File: src/rtl/sram_port_arbiter.sv
`default_nettype none
// ============================================================================
//  Module   : sram_port_arbiter
//  Purpose  : Shares one single-port T SRAM between the data processor's
//             T read-back (prefetch) stream, its buffered T write-back stream
//             and host preload. Reads win over buffered writes. Both streams
//             use circular word pointers that wrap at the per-pass word count.
//  Revision : 1.0  initial release
// ----------------------------------------------------------------------------
//  Ports
//    clk, rst_n         clock, asynchronous active-low reset
//    i_start / i_stop   sequencing pulses (IDLE->RUN, RUN->FLUSH)
//    i_word_num         words per T pass (wrap point, 0 behaves as 1)
//    i_rd_req           level read request; o_rd_data returns 2 cycles later
//                       with MSB forced to 1, otherwise all-zero
//    i_wr_req/i_wr_data write-back push into the write buffer
//    i_host_*           host preload write, honoured only in IDLE
//    o_host_ready       high in IDLE
//    o_sram_*           SRAM macro interface (combinational)
//    i_sram_rdata       SRAM read data, one cycle after a read access
//    o_busy             state != IDLE
//    o_overflow         sticky: write dropped on a full buffer
//  Configuration
//    SRAM_ARB_STATS_EN  adds o_wr_wait_cnt: saturating count of RUN/FLUSH
//                       cycles with buffered data but no write grant
// ============================================================================
module sram_port_arbiter #(
  parameter int WORD_W     = 64,
  parameter int ADDR_W     = 10,
  parameter int WBUF_DEPTH = 2
) (
  input  logic              clk,
  input  logic              rst_n,
  input  logic              i_start,
  input  logic              i_stop,
  input  logic [ADDR_W-1:0] i_word_num,
  input  logic              i_rd_req,
  output logic [WORD_W-1:0] o_rd_data,
  input  logic              i_wr_req,
  input  logic [WORD_W-1:0] i_wr_data,
  input  logic              i_host_we,
  input  logic [ADDR_W-1:0] i_host_addr,
  input  logic [WORD_W-1:0] i_host_wdata,
  output logic              o_host_ready,
  output logic              o_sram_en,
  output logic              o_sram_we,
  output logic [ADDR_W-1:0] o_sram_addr,
  output logic [WORD_W-1:0] o_sram_wdata,
  input  logic [WORD_W-1:0] i_sram_rdata,
  output logic              o_busy,
  output logic              o_overflow
`ifdef SRAM_ARB_STATS_EN
  ,
  output logic [15:0]       o_wr_wait_cnt
`endif
);

  localparam int PTR_W = (WBUF_DEPTH > 1) ? $clog2(WBUF_DEPTH) : 1;
  localparam int CNT_W = PTR_W + 1;
  localparam logic [WORD_W-1:0] VALID_FLAG = {1'b1, {(WORD_W-1){1'b0}}};

  typedef enum logic [1:0] {
    ST_IDLE  = 2'd0,
    ST_RUN   = 2'd1,
    ST_FLUSH = 2'd2
  } state_t;

  state_t             state;
  logic [ADDR_W-1:0]  rd_ptr;
  logic [ADDR_W-1:0]  wr_ptr;
  logic [ADDR_W-1:0]  last_word;
  logic [1:0]         rd_pipe;     // [0]: read issued last cycle, [1]: two cycles ago
  logic [WORD_W-1:0]  buf_mem [WBUF_DEPTH];
  logic [PTR_W-1:0]   buf_head;
  logic [PTR_W-1:0]   buf_tail;
  logic [CNT_W-1:0]   buf_count;

  logic rd_lockout;
  logic rd_grant;
  logic wr_grant;
  logic buf_empty;
  logic buf_full;
  logic push_req;
  logic push;
  logic drop;
  logic host_wr;

  // Word count 0 behaves as a one-word pass.
  assign last_word = (i_word_num == '0) ? '0 : i_word_num - ADDR_W'(1);

  // '>=' rather than '==' so a pointer left beyond a shrunken pass still wraps.
  function automatic logic [ADDR_W-1:0] ptr_inc(input logic [ADDR_W-1:0] ptr,
                                                input logic [ADDR_W-1:0] last);
    return (ptr >= last) ? '0 : ptr + ADDR_W'(1);
  endfunction

  assign rd_lockout = |rd_pipe;
  assign buf_empty  = (buf_count == '0);
  assign buf_full   = (buf_count == CNT_W'(WBUF_DEPTH));
  assign rd_grant   = (state == ST_RUN) && i_rd_req && !rd_lockout;
  assign wr_grant   = (state != ST_IDLE) && !rd_grant && !buf_empty;
  assign push_req   = (state != ST_IDLE) && i_wr_req;
  // A pop in the same cycle frees the slot, so a full buffer still accepts.
  assign push       = push_req && (!buf_full || wr_grant);
  assign drop       = push_req && buf_full && !wr_grant;
  assign host_wr    = (state == ST_IDLE) && i_host_we;

  always_comb begin
    o_sram_en    = 1'b0;
    o_sram_we    = 1'b0;
    o_sram_addr  = '0;
    o_sram_wdata = '0;
    if (host_wr) begin
      o_sram_en    = 1'b1;
      o_sram_we    = 1'b1;
      o_sram_addr  = i_host_addr;
      o_sram_wdata = i_host_wdata;
    end else if (rd_grant) begin
      o_sram_en    = 1'b1;
      o_sram_addr  = rd_ptr;
    end else if (wr_grant) begin
      o_sram_en    = 1'b1;
      o_sram_we    = 1'b1;
      o_sram_addr  = wr_ptr;
      o_sram_wdata = buf_mem[buf_head];
    end
  end

  // Buffer storage carries no reset; occupancy is tracked by buf_count.
  always_ff @(posedge clk) begin
    if (push) begin
      buf_mem[buf_tail] <= i_wr_data;
    end
  end

  always_ff @(posedge clk or negedge rst_n) begin
    if (!rst_n) begin
      state        <= ST_IDLE;
      o_busy       <= 1'b0;
      o_host_ready <= 1'b1;
      o_overflow   <= 1'b0;
      o_rd_data    <= '0;
      rd_ptr       <= '0;
      wr_ptr       <= '0;
      rd_pipe      <= '0;
      buf_head     <= '0;
      buf_tail     <= '0;
      buf_count    <= '0;
    end else begin
      rd_pipe   <= {rd_pipe[0], rd_grant};
      o_rd_data <= rd_pipe[0] ? (i_sram_rdata | VALID_FLAG) : '0;
      if (rd_grant) begin
        rd_ptr <= ptr_inc(rd_ptr, last_word);
      end
      if (wr_grant) begin
        wr_ptr   <= ptr_inc(wr_ptr, last_word);
        buf_head <= buf_head + PTR_W'(1);
      end
      if (push) begin
        buf_tail <= buf_tail + PTR_W'(1);
      end
      buf_count <= buf_count + CNT_W'(push) - CNT_W'(wr_grant);
      if (drop) begin
        o_overflow <= 1'b1;
      end

      case (state)
        ST_IDLE: begin
          if (i_start) begin
            state        <= ST_RUN;
            o_busy       <= 1'b1;
            o_host_ready <= 1'b0;
            o_overflow   <= 1'b0;
            rd_ptr       <= '0;
            wr_ptr       <= '0;
            buf_head     <= '0;
            buf_tail     <= '0;
            buf_count    <= '0;
          end
        end
        ST_RUN: begin
          if (i_stop) begin
            state <= ST_FLUSH;
          end
        end
        ST_FLUSH: begin
          // Leave only once nothing is buffered, nothing arrives this cycle
          // and no read data is still to be captured.
          if (buf_empty && !push_req && !rd_pipe[0]) begin
            state        <= ST_IDLE;
            o_busy       <= 1'b0;
            o_host_ready <= 1'b1;
          end
        end
        default: begin
          state        <= ST_IDLE;
          o_busy       <= 1'b0;
          o_host_ready <= 1'b1;
        end
      endcase
    end
  end

`ifdef SRAM_ARB_STATS_EN
  always_ff @(posedge clk or negedge rst_n) begin
    if (!rst_n) begin
      o_wr_wait_cnt <= '0;
    end else if (state == ST_IDLE) begin
      if (i_start) begin
        o_wr_wait_cnt <= '0;
      end
    end else if (!buf_empty && !wr_grant && (o_wr_wait_cnt != 16'hFFFF)) begin
      o_wr_wait_cnt <= o_wr_wait_cnt + 16'd1;
    end
  end
`endif

endmodule
`default_nettype wire
File: config.mk
export PLATFORM = sky130hd
export DESIGN_NAME = sram_port_arbiter
export DESIGN_NICKNAME = d
export VERILOG_FILES = /design/src/rtl/sram_port_arbiter.sv
export SDC_FILE = /design/constraint.sdc
export NUM_CORES = 1
export LEC_CHECK = 0
export BUFFER_PORTS_ARGS = -buffer_cell sky130_fd_sc_hd__buf_2
export CORE_AREA = 2 2 142 144
export DETAILED_ROUTE_END_ITERATION = 10
export DIE_AREA = 0 0 144 146
export PLACE_DENSITY = 0.8
export SYNTH_ARGS = -nofsm -noshare
export SYNTH_HDL_FRONTEND = slang
export SYNTH_SLANG_ARGS = --single-unit
File: constraint.sdc
create_clock -name clk -period 8.77 [get_ports clk]
set_clock_uncertainty 0.2 [all_clocks]
set_input_delay 0.4385 -clock clk [delete_from_list [all_inputs] [get_ports clk]]
set_output_delay 0.4385 -clock clk [all_outputs]
set_load 0.05 [all_outputs]
==> results of run 1 <==
critical path: cells and delay by family (launching register included):
| kind | cells | cell delay [ps] |
|---|---|---|
| buffers and inverters | 4 | 1190 |
| and+or+nand+nor | 2 | 810 |
| DFF | 1 | 360 |
| AOI/OAI and AO/OA | 1 | 220 |
kinds of logic after synthesis:
family / Yosys count
simple gates: 251
compound gates: 114
buf+inv: 52
mux: 65
flops: 222
fa+ha+maj: 28
xor+xnor: 18
power by group through the flow:
| stage | logic [uW] | registers [uW] | clock network [uW] |
|---|---|---|---|
| after floorplan | 1220 | 1580 | 0 |
| after global placement | 1750 | 1420 | 0 |
| after detailed placement | 1780 | 1430 | 0 |
| after CTS | 1830 | 1420 | 1030 |
| after global routing | 1950 | 1440 | 1070 |
| final | 1860 | 1420 | 1010 |
sequential cells by signal, indices dropped and copies added (netlist names), 2 cells and up:
signal and cells:
wr_ptr 10, buf_mem 128, rd_ptr 10, buf_count 2, o_rd_data 64, state 2
path summary, 6_finish.rpt:
check	from	to	cells past startpoint
worst max-delay path	rd_pipe[0]	o_sram_addr[9]	7
worst min-delay path	i_start	state[0]	3
worst max register to register	rd_pipe[0]	buf_mem[1][60]	9
worst min register to register	o_overflow	o_overflow	2
max in group asynchronous	rst_n	o_rd_data[34]	3
min in group asynchronous	rst_n	o_rd_data[5]	2
stage by stage:
step | cells | instance area [um2] | utilization | hold slack [ps] | worst slack, ps
floorplan | 750 | 9540 | - | -57.1 | 5560
global placement | 1342 | 11500 | 0.597 | 187 | 5250
detailed placement | 1342 | 11500 | 0.597 | 188 | 5150
CTS | 1513 | 13600 | 0.705 | 13.6 | 5020
global route | 1516 | 13600 | 0.705 | 80.4 | 4790
finish | 1516 | 13600 | 0.705 | 32.6 | 5030
layer usage:
layer,vias to the layer above,global-route usage,part of all wire
met4,0,0.106,0.042
met2,389,0.478,0.53
met1,3799,0.298,0.36
met3,84,0.0448,0.064
li1,3643,-,-
met5,-,0,0
repair_timing:
| action | 4_1_cts | 5_1_grt |
|---|---|---|
| endpoints found under the hold margin | 221 | 0 |
| resized for setup | 0 | 0 |
| hold buffers | 129 | 0 |
| endpoints found under the setup margin | 0 | 0 |
synthesized netlist by cell type, types with 2 or more instances:
| cell type | instances |
|---|---|
| a211oi_1 | 3 |
| a21oi_1 | 7 |
| a221o_1 | 7 |
| and2_1 | 66 |
| and3_1 | 16 |
| buf_1 | 2 |
| buf_2 | 9 |
| buf_4 | 2 |
| buf_6 | 2 |
| clkbuf_1 | 23 |
| dfrtp_1 | 93 |
| edfxtp_1 | 128 |
| ha_1 | 28 |
| inv_1 | 12 |
| mux2i_1 | 65 |
| nand2_1 | 95 |
| nand2b_1 | 4 |
| nand3_1 | 17 |
| nand3b_1 | 2 |
| nand4_1 | 6 |
| nor2_1 | 14 |
| nor3_1 | 20 |
| nor4_1 | 4 |
| o21ai_0 | 84 |
| o31ai_1 | 2 |
| or3_1 | 2 |
| xnor2_1 | 9 |
| xor2_1 | 9 |
area by class of cell:
class,count,area share
Clock inverter,10,0.00771
Antenna cell,3,0.000550
Inverter,13,0.00394
Timing Repair Buffer,495,0.230
Clock buffer,32,0.0506
Sequential cell,222,0.455
Multi-Input combinational cell,476,0.228
Tap cell,265,0.0243
==> key figures, run 1 <==
Run status
  • Status: completed

Clocking
  • CTS tree: built
  • Setup repair bufs after CTS: 0
  • Clock Path Buffers: 3
  • Clock H-tree levels: 1
  • Clock Latency Late Sink: 500 ps
  • Clock sinks: 222
  • TritonCTS Buffers: 23
  • Clk slew on worst S/H paths: 60 ps
  • CTS root buffer: clkbuf_16

Yosys
  • Netlist cell types: 47
  • Xor/xnor cell area share of the yosys netlist: 0.0165
  • Post-synthesis mux area share: 0.0682
  • Ys async rst share: 0.423
  • Fraction of the mapped netlist area in simple logic gates: 0.134
  • Number of flops mapped to enable cells by yosys: 128
  • Post-synthesis sequential area ratio: 0.649
  • Synth Area in Adders: 0.0367
  • Synth area leader: edfxtp_1
  • Largest family of logic cells by synthesized area: simple AND/OR/NAND/NOR gates
  • Post-synth top area share: 0.403
  • Mapped Cells: 750
  • Synth Area in Compound Gates: 0.0687
  • Cell area after synthesis: 9540 um2
  • Ys flop type: edfxtp_1
  • Synthesized Nets: 997
  • Main area contributors after synthesis: edfxtp_1, dfrtp_1, mux2i_1
  • Mapped Avg Cell Area: 12.7 um2
  • Synth Register Bits: 222
  • Synth Warn #: 0

Power
  • P_leak: 0.00641 uW
  • Power Density: 314 nW/um2
  • Clock power share: 0.236
  • Psw: 1890 uW
  • Power Internal: 2400 uW
  • Reg power frac: 0.331
  • Pwr Total: 4290 uW
  • Combinational share of power: 0.433
  • Sw frac: 0.441
  • Max VDD drop: 0.000195 V

Cells and area
  • Multi-input gate area: 3110 um2
  • Reg area: 6200 um2
  • Most frequent cells in the layout: buf_2, dlygate4sd3_1, edfxtp_1
  • Layout area overhead: 42.9%
  • # nets final: 1,478
  • Share of cells above drive strength 1: 0.334
  • Fill count: 1,296
  • Commonest non-fill, non-tap cell in the layout: buf_2

Setup path
  • Cell Chain, Critical Path: buf_4, nor4b_4, nand2_1, inv_1, a222oi_1, inv_1, buf_2
  • CP dominant cell by count: inv_1
  • CP Data Required Time: 8130 ps
  • Slowest-stage cell, CP: inv_1
  • WS Path Type: reg2out
  • Reg2Reg Setup Slack: 5090 ps
  • CP peak stage delay: 580 ps
  • Crit. End Element: output pin
  • CP Max Fanout: 66
  • CP arrival: 3100 ps
  • Worst setup SP type: register

Global route
  • First-pass GRT wire length: 42.6 mm
  • Largest net degree at the start of global routing: 70
  • Total global routing overflow: 0
  • Overall Global Routing Usage: 0.261
  • Vias in the first global route: 8,301
  • Initial antenna violation count: 3

Timing
  • Min Tclk post-route: 3740 ps
  • Final worst-path cycle share: 0.427
  • Worst rel slew slack: 0.377
  • Final setup TNS: 0 ps
  • Final hold vios: 0
  • Setup Viol. Count Final: 0
  • Max Freq: 0.267 GHz
  • RSZ-0062 raised after global routing: no
  • Worst-margin pin slew: 934 ps
  • Fin. max-slew vios: 0

Die
  • Die footprint: 21,000 um2
  • Die Height: 146 um
  • Die extent in x: 144 um
  • Initial Utilization: 0.494
  • Rows: 51
  • IO Count: 362
  • Core Region: 19,300 um2

Routing
  • Routed wire length: 28.4 mm
  • 1st-pass router iterations: 5
  • Routed via count: 7,915
  • Iter 0 DRT Violations: 651
  • Final ANT Viol Nets: 0
  • WL/cell: 18.8 um
  • Post-DR vias/cell: 5.22
  • Residual DRC: 0

Run
  • Number of max-cap violations: 0

Placed design
  • Detailed Place HPWL: 16.9 mm
  • Port bufs: 360
  • Final GP Congestion: 0.890

Worst hold path
  • HP Class: in2reg
Power figures use the tool's default switching activity.
==> run 2, diff against run 1 <==
ABC_AREA = 1   (was unset)
CORE_AREA = unset   (was 2 2 142 144)
CORE_UTILIZATION = 45   (was unset)
DIE_AREA = unset   (was 0 0 144 146)
PLACE_DENSITY = 0.77   (was 0.8)
clock period = 3.2 ns   (was 8.77 ns; I/O delays follow)
==> key figures, run 2 <==
Clocking
  • Clock Latency Late Sink: 510 ps
  • Clock H-tree levels: 1
  • CTS root buffer: clkbuf_16
  • Clock sinks: 222
  • TritonCTS Buffers: 23
  • CTS tree: built
  • Clock Path Buffers: 3
  • Clk slew on worst S/H paths: 60 ps
  • Setup repair bufs after CTS: 0

Die
  • Initial Utilization: 0.463
  • Die footprint: 22,400 um2
  • Die extent in x: 150 um
  • Rows: 53
  • Die Height: 150 um
  • IO Count: 362
  • Core Region: 21,200 um2

Yosys
  • Post-synthesis sequential area ratio: 0.632
  • Number of flops mapped to enable cells by yosys: 128
  • Ys flop type: edfxtp_1
  • Synth Register Bits: 222
  • Mapped Avg Cell Area: 10.9 um2
  • Xor/xnor cell area share of the yosys netlist: 0.00626
  • Post-synth top area share: 0.392
  • Synth Warn #: 0
  • Post-synthesis mux area share: 0.0654
  • Synth area leader: edfxtp_1
  • Largest family of logic cells by synthesized area: simple AND/OR/NAND/NOR gates
  • Synthesized Nets: 1,149
  • Main area contributors after synthesis: edfxtp_1, dfrtp_1, nand2_1
  • Netlist cell types: 39
  • Most frequent cell after synthesis: nand2_1
  • Mapped Cells: 902
  • Ys async rst share: 0.423
  • Synth Area in Adders: 0.0357
  • Synth Area in Compound Gates: 0.0594
  • Post-synth top cells: nand2_1, edfxtp_1, inv_1
  • Fraction of the mapped netlist area in simple logic gates: 0.137
  • Cell area after synthesis: 9800 um2

Setup path
  • Crit. End Element: output pin
  • CP arrival: 2490 ps
  • Worst setup SP type: register
  • CP dominant cell by count: inv_2
  • WS Path Type: reg2out
  • CP Data Required Time: 2840 ps
  • Slowest-stage cell, CP: dfrtp_1
  • CP Max Fanout: 55
  • Cell Chain, Critical Path: inv_2, nand2_4, inv_2, nand2_1, inv_2, buf_12, nand2_1, o21ai_0, buf_2
  • CP peak stage delay: 410 ps

Cells and area
  • Top flop regs: buf_mem x128, o_rd_data x64
  • Ant. Diodes: 0
  • Fin area: 14,000 um2
  • Layout area overhead: 42.7%
  • Register bank with the most flops: buf_mem
  • # nets final: 1,646
  • Most frequent cells in the layout: buf_2, nand2_1, dlygate4sd3_1
  • Max reg flops: 128
  • Share of cells above drive strength 1: 0.305
  • Commonest non-fill, non-tap cell in the layout: buf_2
  • Fill count: 1,522

Worst hold path
  • HP Class: in2async

Routing
  • Post-DR vias/cell: 4.92
  • Iter 0 DRT Violations: 379
  • Routed via count: 8,305
  • WL/cell: 16.0 um
  • Final ANT Viol Nets: 0
  • Routed wire length: 27.0 mm
  • Residual DRC: 0
  • 1st-pass router iterations: 5

Timing
  • Worst-margin pin slew: 746 ps
  • Min Tclk post-route: 2850 ps
  • Worst rel slew slack: 0.503
  • Setup Viol. Count Final: 0
  • Final hold vios: 0
  • RSZ-0062 raised after global routing: no
  • Fin. max-slew vios: 0
  • Max Freq: 0.351 GHz
  • Final worst-path cycle share: 0.891

Global route
  • Overall Global Routing Usage: 0.239
  • Total global routing overflow: 0
  • Largest net degree at the start of global routing: 82
  • First-pass GRT wire length: 41.5 mm
  • Vias in the first global route: 8,348
  • Initial antenna violation count: 1

Run status
  • Status: completed

Power
  • Pwr Total: 11,800 uW
  • Power Density: 842 nW/um2
  • Max VDD drop: 0.000687 V
  • P_leak: 0.00709 uW

Placed design
  • Post-DP Area: 11,900 um2
  • Port bufs: 360
  • Final GP Congestion: 0.912
  • Detailed Place HPWL: 17.1 mm

Run
  • Number of max-cap violations: 0
-- run 2: cells by family (layout without fill, tap and decap cells) --
family	after synthesis	count (layout)
adders and majority gates	28	28
xor gates and xnor gates	7	7
AOI/OAI and AO/OA	106	106
buffers and inverters	153	663
muxes	64	64
and+or+nand+nor	322	322
DFF	222	222
-- run 2: final cells by class --
class,instances,area (um2),area share
inverter,119,447,0.0319
clock buffer,34,657,0.0470
tap,275,344,0.0246
sequential,222,6200,0.443
timing repair buffer,506,3300,0.236
multi-input combinational,527,2980,0.213
clock inverter,4,62.6,0.00447
-- run 2: layer usage --
metal / vias up / wire (um) / GRT usage
li1: 3973 / - / -
met1: 3903 / 10000 / 0.273
met2: 345 / 14300 / 0.431
met3: 82 / 1680 / 0.0460
met4: 2 / 1010 / 0.104
met5: - / 10 / 0
-- run 2: worst paths after layout --
kind	startpoint	to	slack, ps	cells past startpoint
worst max-delay path	state[0]	o_sram_wdata[2]	350	9
worst min-delay path	rst_n	o_rd_data[10]	50	2
worst max register to register	state[0]	buf_mem[1][26]	740	7
worst min register to register	o_host_ready	o_host_ready	270	2
max in group asynchronous	rst_n	o_rd_data[34]	1980	3
min in group clk	i_wr_data[49]	buf_mem[0][49]	160	2
-- run 2: metrics by stage --
stage,util,TNS (ps),hold slack (ps),cells,setup WS [ps]
6_report,0.661,0,53.4,1687,350
5_1_grt,0.661,0,122,1687,208
4_1_cts,0.661,0,78.7,1687,190
3_5_place_dp,0.564,0,73.5,1516,658
3_3_place_gp,0.564,0,57.7,1516,704
2_1_floorplan,-,-15990,-336,902,-125
-- run 2: power by group --
group	internal (uW)	switching (uW)
sequential	3610	282
clock	1500	1070
combinational	1350	3970
total	6460	5320
-- run 2: critical path: cells and delay by family (launching register included) --
kind                   cells  cell delay (ps)
DFF                        1              410
buffers and inverters      5             1130
and+or+nand+nor            3              240
AOI/OAI and AO/OA          1              150
-- run 2: what timing repair did --
action / CTS / global route
resized for setup: 0 / 1
hold buffers: 133 / 0
hold endpoints to repair: 254 / 0
endpoints found under the setup margin: 0 / 1
